<file path="config.mk">
export PLATFORM = sky130hd
export DESIGN_NAME = pipeline_controller
export DESIGN_NICKNAME = d
export VERILOG_FILES = /design/src/rtl/core_types_pkg.sv /design/src/rtl/load_use_detect.sv /design/src/rtl/pipeline_controller.sv
export SDC_FILE = /design/constraint.sdc
export NUM_CORES = 1
export LEC_CHECK = 0
export CORE_MARGIN = 2
export CORE_UTILIZATION = 55
export DETAILED_ROUTE_END_ITERATION = 12
export DONT_BUFFER_PORTS = 1
export PLACE_DENSITY = 0.83
export SETUP_SLACK_MARGIN = 0.5
export SKIP_CTS_REPAIR_TIMING = 1
export SYNTH_ARGS = -nofsm -noshare
export SYNTH_HDL_FRONTEND = slang
export SYNTH_SLANG_ARGS = --single-unit
</file>
<file path="constraint.sdc">
create_clock -name clk -period 2.1 [get_ports clk]
set_input_delay 0.42 -clock clk [delete_from_list [all_inputs] [get_ports clk]]
set_output_delay 0.42 -clock clk [all_outputs]
set_load 0.005 [all_outputs]
</file>
<file path="src/rtl/core_types_pkg.sv">
// core_types_pkg: shared pipeline types, including the stall/flush controller state and control bundle.
package core_types_pkg;
  typedef enum logic [1:0] {
    RUN      = 2'd0,
    MEM_WAIT = 2'd1,
    ERROR    = 2'd2
  } pipe_ctrl_state_t;
  typedef struct packed {
    logic hold_if;
    logic hold_dec;
    logic hold_exe;
    logic hold_mem;
    logic bubble_exe;
    logic bubble_wb;
    logic flush_dec;
  } pipe_ctrl_out_t;
  // Whole pipeline frozen, WB fed a NOP so the stalled MEM result is not retired twice.
  localparam pipe_ctrl_out_t CTRL_FREEZE   = 7'b1111_010;
  localparam pipe_ctrl_out_t CTRL_BRANCH   = 7'b0000_101;
  localparam pipe_ctrl_out_t CTRL_LOAD_USE = 7'b1100_100;
endpackage

</file>
<file path="src/rtl/load_use_detect.sv">
// load_use_detect: flags a DEC instruction reading the destination of a load still in EXE.
module load_use_detect (
  input  logic [4:0] dec_addr1,
  input  logic [4:0] dec_addr2,
  input  logic       dec_use1,
  input  logic       dec_use2,
  input  logic [4:0] exe_rd,
  input  logic       exe_Rmem,
  input  logic       exe_Wreg,
  output logic       hazard
);
  assign hazard = exe_Rmem & exe_Wreg & (exe_rd != 5'd0) &
                  ((dec_use1 & (dec_addr1 == exe_rd)) | (dec_use2 & (dec_addr2 == exe_rd)));
endmodule

</file>
<file path="src/rtl/pipeline_controller.sv">
// pipeline_controller: per-stage hold/bubble/flush scheduler with memory-wait FSM and perf counters.
module pipeline_controller
  import core_types_pkg::*;
#(
  parameter int MEM_TIMEOUT = 255,
  parameter int CNT_W       = 32
) (
  input  logic             clk,
  input  logic             nReset,
  input  logic [4:0]       dec_addr1,
  input  logic [4:0]       dec_addr2,
  input  logic             dec_use1,
  input  logic             dec_use2,
  input  logic [4:0]       exe_rd,
  input  logic             exe_Rmem,
  input  logic             exe_Wreg,
  input  logic             exe_branch,
  input  logic             mem_req,
  input  logic             mem_ready,
  output logic             hold_if,
  output logic             hold_dec,
  output logic             hold_exe,
  output logic             hold_mem,
  output logic             bubble_exe,
  output logic             bubble_wb,
  output logic             flush_dec,
  output logic             mem_timeout_err,
  output logic [CNT_W-1:0] stall_cycles,
  output logic [CNT_W-1:0] flush_count,
  output logic [1:0]       ctrl_state
);
  pipe_ctrl_state_t r_state, w_next;
  pipe_ctrl_out_t   w_ctl;
  logic [15:0]      r_wait, w_wait_next;
  logic [CNT_W-1:0] r_stall, r_flush;
  logic             w_load_use, w_mem_stall;

  load_use_detect u_lud (
    .dec_addr1(dec_addr1),
    .dec_addr2(dec_addr2),
    .dec_use1 (dec_use1),
    .dec_use2 (dec_use2),
    .exe_rd   (exe_rd),
    .exe_Rmem (exe_Rmem),
    .exe_Wreg (exe_Wreg),
    .hazard   (w_load_use)
  );

  assign w_mem_stall = mem_req & ~mem_ready & (r_state != ERROR);
  // A branch squashes the DEC instruction, so it wins over a coincident load-use.
  assign w_ctl = (r_state == ERROR || w_mem_stall) ? CTRL_FREEZE :
                 exe_branch ? CTRL_BRANCH :
                 w_load_use ? CTRL_LOAD_USE : '0;

  always_comb begin
    w_next      = r_state;
    w_wait_next = r_wait;
    case (r_state)
      RUN: if (w_mem_stall) begin
        w_next      = MEM_WAIT;
        w_wait_next = 16'd1;
      end
      MEM_WAIT: if (!w_mem_stall) begin
        w_next      = RUN;
        w_wait_next = '0;
      end else if (r_wait == 16'(MEM_TIMEOUT)) w_next = ERROR;
      else w_wait_next = r_wait + 16'd1;
      default: w_next = ERROR;
    endcase
  end

  always_ff @(posedge clk) begin
    if (!nReset) begin
      r_state <= RUN;
      r_wait  <= '0;
      r_stall <= '0;
      r_flush <= '0;
    end else begin
      r_state <= w_next;
      r_wait  <= w_wait_next;
      if (w_ctl.hold_if && r_state != ERROR && !(&r_stall)) r_stall <= r_stall + CNT_W'(1);
      if (w_ctl.flush_dec && !(&r_flush)) r_flush <= r_flush + CNT_W'(1);
    end
  end

  assign {hold_if, hold_dec, hold_exe, hold_mem, bubble_exe, bubble_wb, flush_dec} = nReset ? w_ctl : '0;
  assign mem_timeout_err = (r_state == ERROR);
  assign stall_cycles    = r_stall;
  assign flush_count     = r_flush;
  assign ctrl_state      = r_state;
endmodule

</file>
==> Word-level counts from Yosys, hierarchy flattened <==
Index checks and enable logic that the tools add are counted.
{ "totals": {"register_bits": 82, "in_bits": 24, "output_inout_bits": 74} }
{ "classes": {"n_addsub": 3, "eq_ne": 9, "mux": 12, "bitwise_logic": 9, "n_reduce_logical": 13} }
{ "ops": {"columns": ["operator", "count"], "rows": [
  ["$add 32x1->32 const B", 2],
  ["$reduce_and 32->1", 2],
  ["$mux 16", 3],
  ["$pmux 16 s2", 1],
  ["$mux 7", 4],
  ["$add 16x1->16 const B", 1],
  ["$eq 16x8->1 const B", 1],
  ["$eq 5x5->1", 2],
  ["$and 1x1->1", 7],
  ["$mux 2", 3],
  ["$ne 3x3->1 const B", 2],
  ["$reduce_bool 5->1", 1],
  ["$ne 2x2->1 const B", 2],
  ["$pmux 2 s2", 1],
  ["$logic_and 1x1->1", 3],
  ["$reduce_and 3->1", 1],
  ["$eq 2x1->1 const B", 1],
  ["$eq 2x2->1 const B", 1],
  ["$logic_not 1->1", 2],
  ["$logic_not 2->1", 1],
  ["$reduce_and 2->1", 1],
  ["$reduce_bool 2->1", 1],
  ["$logic_or 1x1->1", 1],
  ["$not 1->1", 1],
  ["$or 1x1->1", 1]
]} }

==> Depth between registers and ports, before layout <==
{ "logic_depth": {"ltp_word": 9, "depth_mapped": 10, "ltp_nobuf": 7} }

==> Hierarchy <==
From an unflattened synthesis, not the netlist that was laid out.
{ "hier_totals": {"hier_cells": 545, "area_unflattened_um2": 4469.3} }
{ "modules_own_cells": {"columns": ["mod", "n_inst", "cells_per_inst", "area_per_inst_um2", "seq_area_each_um2"], "rows": [
  ["pipeline_controller", 1, 528, 4334.2, 1641.6],
  ["load_use_detect", 1, 17, 135.1, 0.0]
]} }

==> Least setup slack after synthesis <==
No wires, ideal clock.
{ "synth_timing": {"kind": "register to register", "start": "register r_stall[1], in the netlist stall_cycles[1]", "end": "register r_stall[11], in the netlist stall_cycles[11]", "setup_time_ns": 0.115, "arrival_time_ns": 1.985, "required_time_ns": 1.985, "path_slack_ns": 0.000, "path_stages_with_launch": 10, "path_buffers": 3, "path_cell_list": "dfxtp_1 -> ha_1 -> clkbuf_1 -> and4_1 -> nand4_1 -> nor2b_1 -> buf_2 -> buf_4 -> nor4_1 -> o21a_1"} }
{ "synth_between": {"elab_chain_len": 3} }
{ "synth_lines": {"columns": ["item", "line_no", "text"], "rows": [
  ["from (decl)", "pipeline_controller.sv:35", "logic [CNT_W-1:0] r_stall, r_flush;"],
  ["from (signal assigned)", "pipeline_controller.sv:81", "if (w_ctl.hold_if && r_state != ERROR && !(&r_stall)) r_stall <= r_stall + CNT_W'(1);"],
  ["branches (longest 3 deep; another with $add 32x1->32)", null, null]
]} }
Several ways; the timed one is not identified.
A chain may end at the register's enable or synchronous reset.

==> Worst setup path after layout <==
{ "layout_timing": {"start": "register r_flush[23], in the netlist flush_count[23]", "end": "register r_flush[28], in the netlist flush_count[28]"} }
{ "layout_between": {"elab_chain_len": 3} }
{ "layout_lines": {"columns": ["item", "line_no", "text"], "rows": [
  ["from (decl)", "pipeline_controller.sv:35", null],
  ["from (signal assigned)", "pipeline_controller.sv:82", "if (w_ctl.flush_dec && !(&r_flush)) r_flush <= r_flush + CNT_W'(1);"],
  ["branches (longest 3 deep; another with $add 32x1->32)", null, null]
]} }
Several ways; the timed one is not identified.

==> out/metrics.cfg <==
[yosys]
synth_seq_area_share_pct = 35.34
yosys-top-cells-count = 82 x dfxtp_1, 58 x nor2_1, 54 x nand2_1
synth.ff_latch_count = 82
synth_ff_type = dfxtp_1
async_reset_ff_share_pct = 0
yosysMostFrequentCell = dfxtp_1
synth_edf_count = 0
yosys_warnings = 0
syn_nets = 597
synth_top_cells_by_area = dfxtp_1 35%, xnor2_1 6.2%, nor2_1 4.7%
avgSynthCellArea_sq_um = 8.148
yosysTopAreaCell = dfxtp_1
synth_cells = 570
synth_top_area_share_pct = 35.34
synth.distinct_cells = 57
synth_area_sq_um = 4644

[detailed_routing]
first_pass_iters = 5
vias = 5191
drtIter0Drc = 685
postRouteWirelength_mm = 17.05
route.detailed.drc = 0
antenna_left = 0
viasPerCell = 7.015
detail_route.wl_per_cell_um = 23.03

[worst_setup_path]
endpoint_kind = register
crit_type = register to register
r2r_cells = 6
start_kind = register
r2r_slack_ns = 0.1
worstPathArrival_ns = 2.27
reg2reg_from = flush_count[23]$_SDFFE_PN0P_
cp.required_ns = 2.37
worstPathMaxFanout = 5
reg2reg_to = flush_count[28]$_SDFFE_PN0P_

[global_route]
grt_overflow = 0
antenna_found_initial = 0
grt_max_degree = 49
grt_pass1_wl_mm = 19.93
grt_util_all_layers_pct = 27.26
first_global_vias = 4214

[worst_hold_path]
min-delay-start = nReset
hold_depth = 1
hold_end = flush_count[20]$_SDFFE_PN0P_
hold_class = input pin to register

[place]
portBuffers = 0
place_congestion = 0.9254
dpl_cell_area_sq_um = 5199
post-dp-hpwl_mm = 8.879

[floorplanning]
core_area_sq_um = 8217
ioPinCount = 98
die-area_sq_um = 9196
die_x_um = 95.90
row_count = 33
die_y_um = 95.90
initial_core_util_pct = 56.53

[finish]
num-fill-cells = 434
layout.nets = 659
multi_input_area_sq_um = 3533
fin_area_sq_um = 6369
regArea_sq_um = 1737
synthToLayoutAreaGrowth_pct = 37.12
drive_gt1_share_pct = 39.84
n_antenna_cell = 0

[sta]
period_minus_slack_ns = 2.004
finalHoldViolations = 0
fin_tns_setup_ns = 0
slew_violations = 0
tightestPinTransition_ns = 0.6940
setup_viol = 0
fmax_mhz = 499.0
fin_skew_ns = 0.01740
rsz0062_at_grt = yes
final_min_period_over_clock_period_pct = 95.42
maxSlewHeadroom_pct = 53.68

[clock_tree]
cts_buffers = 9
htree_levels = 3
clock_latency_ns = 0.37
cts_buffer_depth = 2
root_buffer = clkbuf_8
cts_tree = done
clkTransAtPathRegs_ns = 0.09
clock_sinks = 82

[outcome]
outcome = complete, no violations

[power]
ir_drop_v = 0.0002469
p_leak_nw = 2.212
power.density_nw_per_um2 = 445.4

[flow_run]
drv_cap = 0

-- how the worst max path moves through the flow --
stage | endpoint | slack, ns | startpoint | depth (start not counted)
3_5_place_dp | bubble_exe | 0.08 | exe_rd[0] | 6
3_3_place_gp | bubble_exe | 0.12 | exe_rd[0] | 6
5_1_grt | flush_count[28]$_SDFFE_PN0P_ | 0.06 | flush_count[24]$_SDFFE_PN0P_ | 6
4_1_cts | stall_cycles[14]$_SDFFE_PN0P_ | 0.07 | stall_cycles[5]$_SDFFE_PN0P_ | 7
2_1_floorplan | stall_cycles[1]$_SDFFE_PN0P_ | 0.20 | exe_rd[0] | 8
6_report | flush_count[28]$_SDFFE_PN0P_ | 0.1 | flush_count[23]$_SDFFE_PN0P_ | 6
-- worst max-delay path: stages, from the launching register on --
cell     delay (ns)
dfxtp_2        0.39
nand4_1        0.20
or2_4          0.35
or4b_4         0.61
nand4_1        0.16
xnor2_1        0.08
and2_1         0.13
-- per-layer routing --
layer  share of wire, %  wire [um]  GRT usage, %  vias to the layer above
met1                 36       6061         33.64                     2408
met4                4.6        790         8.810                        0
met2                 48       8187         46.39                      463
li1                   -          -             -                     2215
met3                 12       2006         6.969                      105
met5                  0          0             0                        -
-- stage by stage --
step	hold slack, ns	setup WS (ns)	util (%)	power (mW)	instances
floorplan	0.4666	0.1964	-	1.755	570
global placement	0.4777	0.1217	63.27	1.766	684
detailed placement	0.4932	0.07662	63.27	1.776	684
CTS	0.1790	0.06541	65.14	2.749	698
global route	0.1758	0.06077	77.51	2.888	740
finish	0.1748	0.09608	77.51	2.836	740
-- cell families (layout without fill, tap and decap cells) --
| family | count (synthesis) | count (layout) | share of synthesized area, % |
|---|---|---|---|
| multiplexers | 16 | 16 | 3.475 |
| AO/OA/AOI/OAI | 68 | 69 | 10.53 |
| adder cells (fa/ha/maj) | 3 | 3 | 0.8083 |
| XOR/XNOR | 49 | 49 | 9.240 |
| flip-flops | 82 | 82 | 35.34 |
| AND/OR/NAND/NOR | 304 | 304 | 35.78 |
| buffers and inverters | 48 | 112 | 4.822 |
-- registers in the layout (all words and copies together) (netlist names) --
register / cells
r_wait: 16
stall_cycles: 32
ctrl_state: 2
flush_count: 32
-- cells in the final DEF (no fill, tap or decap), drive strengths merged, types with 4 or more instances in the layout --
cell	instances
dfxtp	82
buf	81
nor2	58
nand2	54
nand3	39
xnor2	33
nand4	30
nor4	24
a21oi	22
nand2b	19
nor3	18
xor2	16
mux2i	15
clkbuf	15
inv	14
and3	10
o31ai	9
and4	9
nand4b	8
o41ai	8
or4	8
and2	7
o21ai	6
or2	4
nor2b	4
or3	4
o311ai	4
-- cell type report --
type	instances	area share (%)
inverters	15	0.9430
well taps	105	2.063
repair buffers	83	11.83
clock inverters	1	0.07859
clock buffers	13	2.338
flip-flops and latches	82	27.27
multi-input cells	441	55.48
-- power breakdown --
group	switching, mW	internal (mW)	leakage (nW)	total [mW]
combinational	0.135	0.102	1.44	0.237
sequential	0.0195	1.55	0.690	1.57
clock	0.582	0.450	0.0794	1.03
total	0.736	2.10	2.21	2.84
Power figures use the tool's default switching activity.
